`src/rtl/serial_compare_ctrl_pkg.sv`:
```
// Shared definitions for the bit-serial magnitude comparator: controller
// state encodings and the default operand width.
package serial_compare_ctrl_pkg;

    localparam int DEFAULT_WIDTH = 8;

    typedef enum logic [1:0] {
        IDLE = 2'd0,
        RUN  = 2'd1,
        DONE = 2'd2
    } state_t;

endpackage

```
`src/rtl/serial_compare_ctrl_comparator1_slice.sv`:
```
// One-bit comparator slice: flags a differing bit pair and says whether A wins,
// with the sense flipped for the sign bit of a two's-complement compare.
module comparator1_slice (
    input  logic a_bit,
    input  logic b_bit,
    input  logic invert,
    output logic differ,
    output logic a_wins
);

    logic w_differ;

    assign w_differ = a_bit ^ b_bit;
    assign differ   = w_differ;
    // A set sign bit means a negative value, so a 1 loses when inverted
    assign a_wins   = w_differ & (a_bit ^ invert);

endmodule

```
`src/rtl/serial_compare_ctrl.sv`:
```
// Sequencer that walks latched operands MSB-first through a single comparator
// slice, stopping at the first differing bit and reporting one-hot gt/lt/eq.
module serial_compare_ctrl
    import serial_compare_ctrl_pkg::*;
#(
    parameter int WIDTH = DEFAULT_WIDTH
) (
    input  logic             clock,
    input  logic             reset,
    input  logic             start,
    input  logic [WIDTH-1:0] A,
    input  logic [WIDTH-1:0] B,
    input  logic             is_signed,
    output logic             ready,
    output logic             done,
    output logic             gt,
    output logic             lt,
    output logic             eq
);

    localparam int IW = (WIDTH > 1) ? $clog2(WIDTH) : 1;
    localparam logic [IW-1:0] MSB_IDX = IW'(WIDTH - 1);

    state_t           r_state;
    logic [WIDTH-1:0] r_a;
    logic [WIDTH-1:0] r_b;
    logic             r_signed;
    logic [IW-1:0]    r_idx;
    logic             r_ready;
    logic             r_done;
    logic             r_gt;
    logic             r_lt;
    logic             r_eq;

    logic w_a_bit;
    logic w_b_bit;
    logic w_invert;
    logic w_differ;
    logic w_a_wins;

    assign w_a_bit  = r_a[r_idx];
    assign w_b_bit  = r_b[r_idx];
    assign w_invert = r_signed & (r_idx == MSB_IDX);

    comparator1_slice u_slice (
        .a_bit  (w_a_bit),
        .b_bit  (w_b_bit),
        .invert (w_invert),
        .differ (w_differ),
        .a_wins (w_a_wins)
    );

    // ready and done are registered alongside the state so they change on the same edge
    always_ff @(posedge clock) begin
        if (reset) begin
            r_state  <= IDLE;
            r_a      <= '0;
            r_b      <= '0;
            r_signed <= 1'b0;
            r_idx    <= '0;
            r_ready  <= 1'b1;
            r_done   <= 1'b0;
            r_gt     <= 1'b0;
            r_lt     <= 1'b0;
            r_eq     <= 1'b0;
        end else begin
            case (r_state)
                IDLE: begin
                    if (start) begin
                        r_a      <= A;
                        r_b      <= B;
                        r_signed <= is_signed;
                        r_idx    <= MSB_IDX;
                        r_gt     <= 1'b0;
                        r_lt     <= 1'b0;
                        r_eq     <= 1'b0;
                        r_ready  <= 1'b0;
                        r_state  <= RUN;
                    end
                end
                RUN: begin
                    if (w_differ) begin
                        r_gt    <= w_a_wins;
                        r_lt    <= ~w_a_wins;
                        r_done  <= 1'b1;
                        r_state <= DONE;
                    end else if (r_idx == '0) begin
                        r_eq    <= 1'b1;
                        r_done  <= 1'b1;
                        r_state <= DONE;
                    end else begin
                        r_idx <= r_idx - 1'b1;
                    end
                end
                DONE: begin
                    r_done  <= 1'b0;
                    r_ready <= 1'b1;
                    r_state <= IDLE;
                end
                default: begin
                    r_done  <= 1'b0;
                    r_ready <= 1'b1;
                    r_state <= IDLE;
                end
            endcase
        end
    end

    assign ready = r_ready;
    assign done  = r_done;
    assign gt    = r_gt;
    assign lt    = r_lt;
    assign eq    = r_eq;

endmodule

```
`config.mk`:
```
export PLATFORM = sky130hd
export DESIGN_NAME = serial_compare_ctrl
export DESIGN_NICKNAME = d
export VERILOG_FILES = /design/src/rtl/serial_compare_ctrl_pkg.sv /design/src/rtl/serial_compare_ctrl_comparator1_slice.sv /design/src/rtl/serial_compare_ctrl.sv
export SDC_FILE = /design/constraint.sdc
export NUM_CORES = 1
export LEC_CHECK = 0
export CAP_MARGIN = 20
export CORE_MARGIN = 2
export CORE_UTILIZATION = 50
export DETAILED_ROUTE_END_ITERATION = 8
export HOLD_SLACK_MARGIN = 0.08
export PLACE_DENSITY = 0.86
export SKIP_CTS_REPAIR_TIMING = 1
export SYNTH_ARGS = -nofsm -noshare
export SYNTH_HDL_FRONTEND = slang
export SYNTH_SLANG_ARGS = --single-unit
export TNS_END_PERCENT = 10
```
`constraint.sdc`:
```
create_clock -name clock -period 2.5 [get_ports clock]
set_clock_uncertainty 0.05 [all_clocks]
set_input_delay 0.5 -clock clock [delete_from_list [all_inputs] [get_ports clock]]
set_output_delay 0.5 -clock clock [all_outputs]
set_load 0.02 [all_outputs]
```
==> run summary, run 1 <==
## Global route
* **total track usage** 20.4%
* **number of antenna violations at the first check in global routing** 0
* **largest net degree at the start of global routing** 22
* **first-pass GRT wire length** 4180 um
* **total congestion overflow** 0
* **number of global-route vias before repair** 989

## Place
* **DP HPWL** 1920 um
* **routability congestion estimate from global placement** 0.816
* **number of buffers added on ports** 24
* **placed instance count** 189

## Logic synthesis
* **warnings from Yosys** 0
* **average footprint of a synthesized cell** 8.83 sq um
* **post-synthesis cell type count** 29
* **#FFs+latches synth** 27
* **fraction of registers with async set/reset** 0%
* **post-synthesis instance total** 140
* **sequential share of the synthesized area** 43.7%
* **Commonest cells post-synth** 38 x nand2_1, 27 x dfxtp_1, 23 x a21oi_1
* **most numerous cell in the Yosys netlist** nand2_1
* **netlist area before placement** 1240 sq um
* **syn_nets** 163
* **cell type with the largest total area after synthesis** dfxtp_1
* **ranking of synthesized cells by area** dfxtp_1 44%, nand2_1 12%, mux4_2 11%
* **Top FF cell, synth** dfxtp_1
* **share of Yosys cell area claimed by the top area cell type** 43.7%
* **number of synthesized flops with an enable pin** 0

## Timing
* **Final Max Tran Viols** 0
* **unrepaired setup endpoints after global routing** no
* **pin slew with the least headroom to its limit** 0.716 ns
* **final worst-path cycle share** 90.9%
* **hold violation total from the final report** 0
* **Tmin final** 2.27 ns
* **headroom to the max-slew limit** 52.1%
* **Min Hold Slack** 0.416 ns
* **Setup Total Neg Slack** 0 ns
* **maximum frequency from static timing analysis** 0.440 GHz
* **count of endpoints failing setup in the final report** 0

## Clocking
* **TritonCTS clock tree** done
* **Reg clk slew, reported paths** 0.14 ns
* **number of sinks handled by clock tree synthesis** 27
* **Root Driver** clkbuf_4
* **clock insertion delay at the later pin of the skew report** 0.33 ns
* **H-Tree Depth** 1
* **CTS Buf Count** 3
* **clock buffer depth** 2

## Final layout
* **P&R area growth vs syn** 24.4%
* **Final nets** 187
* **diodes inserted** 0
* **final core occ** 63.8%
* **number of fill cells in the layout** 197
* **Cell Count, Final, Fillers Out** 193
* **share of cells above drive strength 1** 10.4%

## Drt
* **DR DRC count** 0
* **iteration-0 DRC count of the detailed router** 20
* **Vias** 1047
* **detailed-router iteration count before antenna repair** 4
* **WL/cell** 13.3 um
* **antenna-violating nets left** 0
* **Via density** 5.42
* **total wire length** 2570 um

## Worst setup path
* **ordered list of cells on the worst path** mux4_2 > mux2i_1 > xnor2_1 > and3_1 > mux2_4
* **Worst Path Arrival** 2.46 ns
* **CP max stage cell** dfxtp_1
* **type of element capturing the critical path** flop
* **category of the worst setup path launch point** flop
* **data required time of the worst path** 2.69 ns
* **stage delay of the slowest cell on the critical path** 0.59 ns
* **biggest fanout along the worst timing path** 8
* **critical path type** flop to flop

## Run status
* **result of the run** finished clean

## Power
* **power consumption** 0.000981 W
* **maximum resistive drop on vdd** 0.427 mV
* **Leak** 0.586 nW
* **power density over the cells** 638 nW/um^2

## Floorplan
* **vertical die dimension** 53.7 um
* **Core Box Area** 2410 sq um
* **number of placed I/O pins** 25
* **Row Count** 18
* **floorplan die width** 53.7 um
* **effective utilization at floorplan** 51.3%
* **die footprint** 2890 sq um

## Min path
* **Hold WC Path Type** flop to flop

## Flow run
* **number of max-capacitance violations reported** 0

## state kept, by name, indices dropped and copies added, names as in the netlist
register and count:
done 1, eq 1, gt 1, lt 1, r_a 8, r_b 8, r_idx 3, r_signed 1
r_state 2, ready 1
## metrics by stage
| stage | setup slack [ns] | instance area [sq um] |
|---|---|---|
| floorplan | 0.279 | 1240 |
| global placement | 0.331 | 1510 |
| detailed placement | 0.235 | 1510 |
| CTS | 0.219 | 1540 |
| global route | 0.114 | 1540 |
| finish | 0.226 | 1540 |
## kinds of logic (layout without fill, tap and decap cells)
group           after synthesis  in the layout  synth area share [%]
flops                        27             27                  43.7
fa+ha+maj                     3              3                  3.04
mux                          10             10                  14.7
compound gates               30             30                  14.2
simple gates                 56             56                  19.1
xor+xnor                      2              2                  1.42
buf+inv                      12             35                  3.85
## report_power, final
group	internal [W]	total, W	switching [W]
Combinational	0.000147	0.000276	0.000130
Clock	0.0000626	0.000187	0.000124
Sequential	0.000472	0.000517	0.0000453
## layout by cell type (no fill, tap or decap)
master and count:
nand2_1 38, dfxtp_1 27, clkdlybuf4s50_1 24, a21oi_1 23, nor2_1 7, mux4_2 6
buf_4 5, ha_1 3, clkbuf_4 3, inv_1 2, mux2i_1 2, nand2b_1 2
nor2b_1 2, nor3_1 2, xnor2_1 1, and3_1 1, and2_0 1, o21ba_2 1
xor2_1 1, or3_1 1, o211ai_1 1, nand4_1 1, a41o_1 1, o21bai_1 1
o31ai_1 1, nor3b_1 1, mux2_2 1, mux2_4 1, a41oi_1 1, o31a_1 1
clkbuf_1 1
## final timing paths
path,endpoint,startpoint,cells after the start,slack (ns)
setup / recovery,r_idx[1],r_idx[1],5,0.23
hold / removal,r_b[4],r_b[4],2,0.42
setup reg to reg,r_idx[1],r_idx[1],5,0.23
hold reg to reg,r_b[4],r_b[4],2,0.42
## metal layers
layer  up-vias  routed length [um]  GRT usage (%)
met5         -                   0              0
met4         0                  42           9.83
met3         4                 124           4.72
met2        27                1350           37.6
met1       493                1050           21.6
li1        523                   -              -
## worst max-delay path: cells and delay by family, from the launching register on
| kind | cells | cell delay (ns) |
|---|---|---|
| xor gates and xnor gates | 1 | 0.16 |
| muxes | 3 | 1.08 |
| and+or+nand+nor | 1 | 0.30 |
| DFF | 1 | 0.59 |
## final cells by class
class / count / area [sq um] / share of cell area [%]
Multi-Input combinational cell: 101 / 648 / 42.1
Sequential cell: 27 / 541 / 35.2
Timing Repair Buffer: 29 / 278 / 18.1
Tap cell: 30 / 37.5 / 2.44
Clock buffer: 4 / 26.3 / 1.71
Inverter: 2 / 7.51 / 0.488
(Power assumes the default switching activity.)
==> run 2: changes to the inputs <==
--- a/config.mk
+++ b/config.mk
@@ -5,13 +5,13 @@
 export SDC_FILE = /design/constraint.sdc
 export NUM_CORES = 1
 export LEC_CHECK = 0
-export CAP_MARGIN = 20
 export CORE_MARGIN = 2
 export CORE_UTILIZATION = 50
 export DETAILED_ROUTE_END_ITERATION = 8
 export HOLD_SLACK_MARGIN = 0.08
 export PLACE_DENSITY = 0.86
 export SKIP_CTS_REPAIR_TIMING = 1
+export SKIP_LAST_GASP = 1
 export SYNTH_ARGS = -nofsm -noshare
 export SYNTH_HDL_FRONTEND = slang
 export SYNTH_SLANG_ARGS = --single-unit
==> results of run 2 <==
Final layout, timing and power as in run 1 (identical DEF).
==> run 3: changes to the inputs <==
--- a/config.mk
+++ b/config.mk
@@ -6,13 +6,13 @@
 export NUM_CORES = 1
 export LEC_CHECK = 0
 export CORE_MARGIN = 2
-export CORE_UTILIZATION = 50
+export CORE_UTILIZATION = 40
 export DETAILED_ROUTE_END_ITERATION = 8
 export HOLD_SLACK_MARGIN = 0.08
-export PLACE_DENSITY = 0.86
+export PLACE_DENSITY = 0.73
 export SKIP_CTS_REPAIR_TIMING = 1
 export SKIP_LAST_GASP = 1
 export SYNTH_ARGS = -nofsm -noshare
 export SYNTH_HDL_FRONTEND = slang
 export SYNTH_SLANG_ARGS = --single-unit
-export TNS_END_PERCENT = 10
+export TNS_END_PERCENT = 1
==> run summary, run 3 (same netlist as run 1, synthesis figures left out) <==
## Final layout
* **P&R area growth vs syn** 24.8%, was 24.4%
* **multi-input logic area** 648 sq um, unchanged
* **registers with the most flip-flops** r_a: 8 flops, r_b: 8 flops, r_idx: 3 flops, unchanged
* **share of cells above drive strength 1** 11.0%, was 10.4%
* **number of fill cells in the layout** 294, was 197
* **area of all placed cells without fillers** 1540 sq um, about the same
* **Cell Count, Final, Fillers Out** 196, was 193
* **most frequent cells in the layout** 38 x nand2_1, 27 x dfxtp_1, 24 x clkdlybuf4s50_1, unchanged
* **sequential cell area in the final layout** 541 sq um, unchanged
* **diodes inserted** 0, unchanged
* **most common cell after layout, fill and taps aside** nand2_1, unchanged
* **Final nets** 187, unchanged

## Worst setup path
* **endpoint of the lowest-slack register-to-register path** r_idx[1], unchanged
* **ordered list of cells on the worst path** mux4_2 > mux2i_1 > xnor2_1 > and3_1 > mux2_4, unchanged
* **Reg2Reg Launch Point** r_idx[1], unchanged
* **CP max stage cell** dfxtp_1, unchanged
* **Worst Path Arrival** 2.49 ns, was 2.46 ns
* **data required time of the worst path** 2.69 ns, about the same
* **Worst Setup SP** r_idx[1], unchanged
* **critical path type** flop to flop, unchanged
* **stage delay of the slowest cell on the critical path** 0.61 ns, was 0.59 ns
* **category of the worst setup path launch point** flop, unchanged
* **biggest fanout along the worst timing path** 8, unchanged
* **worst setup path end** r_idx[1], unchanged
* **worst reg-to-reg path cell count** 5, unchanged
* **register-to-register setup slack** 0.20 ns, was 0.23 ns
* **type of element capturing the critical path** flop, unchanged

## Floorplan
* **Core Box Area** 3000 sq um, was 2410 sq um
* **floorplan die width** 59.6 um, was 53.7 um
* **Row Count** 20, was 18
* **vertical die dimension** 59.6 um, was 53.7 um
* **number of placed I/O pins** 25, unchanged
* **die footprint** 3550 sq um, was 2890 sq um
* **effective utilization at floorplan** 41.2%, was 51.3%

## Power
* **power consumption** 0.000981 W, about the same
* **maximum resistive drop on vdd** 0.333 mV, was 0.427 mV
* **Leak** 0.588 nW, was 0.586 nW
* **power density over the cells** 636 nW/um^2, was 638 nW/um^2

## Run status
* **result of the run** finished clean, unchanged

## Clocking
* **Root Driver** clkbuf_4, unchanged
* **H-Tree Depth** 1, unchanged
* **Reg clk slew, reported paths** 0.15 ns, was 0.14 ns
* **clock buffer depth** 2, unchanged
* **CTS Buf Count** 3, unchanged
* **number of sinks handled by clock tree synthesis** 27, unchanged
* **TritonCTS clock tree** done, unchanged
* **clock insertion delay at the later pin of the skew report** 0.33 ns, about the same

## Timing
* **Tmin final** 2.30 ns, was 2.27 ns
* **maximum frequency from static timing analysis** 0.435 GHz, was 0.440 GHz
* **final worst-path cycle share** 92.0%, was 90.9%
* **unrepaired setup endpoints after global routing** no, unchanged
* **Final Max Tran Viols** 0, unchanged
* **Setup Total Neg Slack** 0 ns, unchanged
* **pin slew with the least headroom to its limit** 0.565 ns, was 0.716 ns
* **headroom to the max-slew limit** 62.2%, was 52.1%
* **final worst setup slack** 0.200 ns, was 0.226 ns
* **hold violation total from the final report** 0, unchanged
* **count of endpoints failing setup in the final report** 0, unchanged

## Global route
* **number of antenna violations at the first check in global routing** 0, unchanged
* **number of global-route vias before repair** 992, was 989
* **first-pass GRT wire length** 4290 um, was 4180 um
* **largest net degree at the start of global routing** 23, was 22
* **total congestion overflow** 0, unchanged
* **total track usage** 15.9%, was 20.4%

## Drt
* **detailed-router iteration count before antenna repair** 4, unchanged
* **DR DRC count** 0, unchanged
* **iteration-0 DRC count of the detailed router** 42, was 20
* **total wire length** 2580 um, was 2570 um
* **WL/cell** 13.1 um, was 13.3 um
* **Vias** 1043, was 1047
* **antenna-violating nets left** 0, unchanged
* **Via density** 5.32, was 5.42

## Place
* **worst setup timing slack at the placement stage** 0.226 ns, was 0.235 ns
* **placed cell area** 1520 sq um, was 1510 sq um
* **number of buffers added on ports** 24, unchanged
* **placed instance count** 192, was 189
* **DP HPWL** 1910 um, was 1920 um
* **routability congestion estimate from global placement** 0.786, was 0.816

## Min path
* **Hold WC Path Type** flop to flop, unchanged

## Flow run
* **number of max-capacitance violations reported** 0, unchanged

-- run 3: cell types whose count changed in the layout (fill, tap and decap cells not counted) --
cell,previous run,this run
clkbuf_1,1,0
clkinv_2,0,1
-- run 3: worst min-delay path by stage --
| stage | cells after the start | startpoint | slack, ns | to |
|---|---|---|---|---|
| after floorplan | 2 | r_b[4] | 0.38 | r_b[4] |
| after global placement | 2 | r_b[5] | 0.40 | r_b[5] |
| after detailed placement | 2 | done | 0.39 | done |
| after CTS | 2 | r_b[7] | 0.42 | r_b[7] |
| after global routing | 2 | r_b[3] | 0.44 | r_b[3] |
| final | 2 | r_signed | 0.42 | r_signed |
-- run 3: routing by layer --
metal,vias to the layer above,part of all wire (%),track usage (%)
met1,485,44,19.2
met5,-,0,0
met4,0,2.1,7.94
met3,5,4.0,2.62
met2,24,50,27.3
li1,529,-,-
-- run 3: cell type report --
| class | count | area share (%) |
|---|---|---|
| multi-input combinational | 101 | 42.0 |
| sequential | 27 | 35.0 |
| timing repair buffer | 29 | 18.0 |
| tap | 33 | 2.68 |
| clock buffer | 3 | 1.46 |
| inverter | 2 | 0.487 |
| clock inverter | 1 | 0.324 |
-- run 3: metrics by stage --
stage	util (%)	hold WS (ns)
after CTS	51.4	0.422
after global placement	50.5	0.395
after global routing	51.4	0.441
after detailed placement	50.5	0.394
final	51.4	0.424
after floorplan	-	0.383
-- run 3: critical path: cells and delay by family, from the launching register on --
kind	cells	cell delay [ns]
mux	3	1.10
flops	1	0.61
simple gates	1	0.30
xor+xnor	1	0.15
-- run 3: power breakdown --
part / switching [W] / internal, W
logic: 0.000130 / 0.000144
clock network: 0.000129 / 0.0000602
registers: 0.0000455 / 0.000472
total: 0.000304 / 0.000677
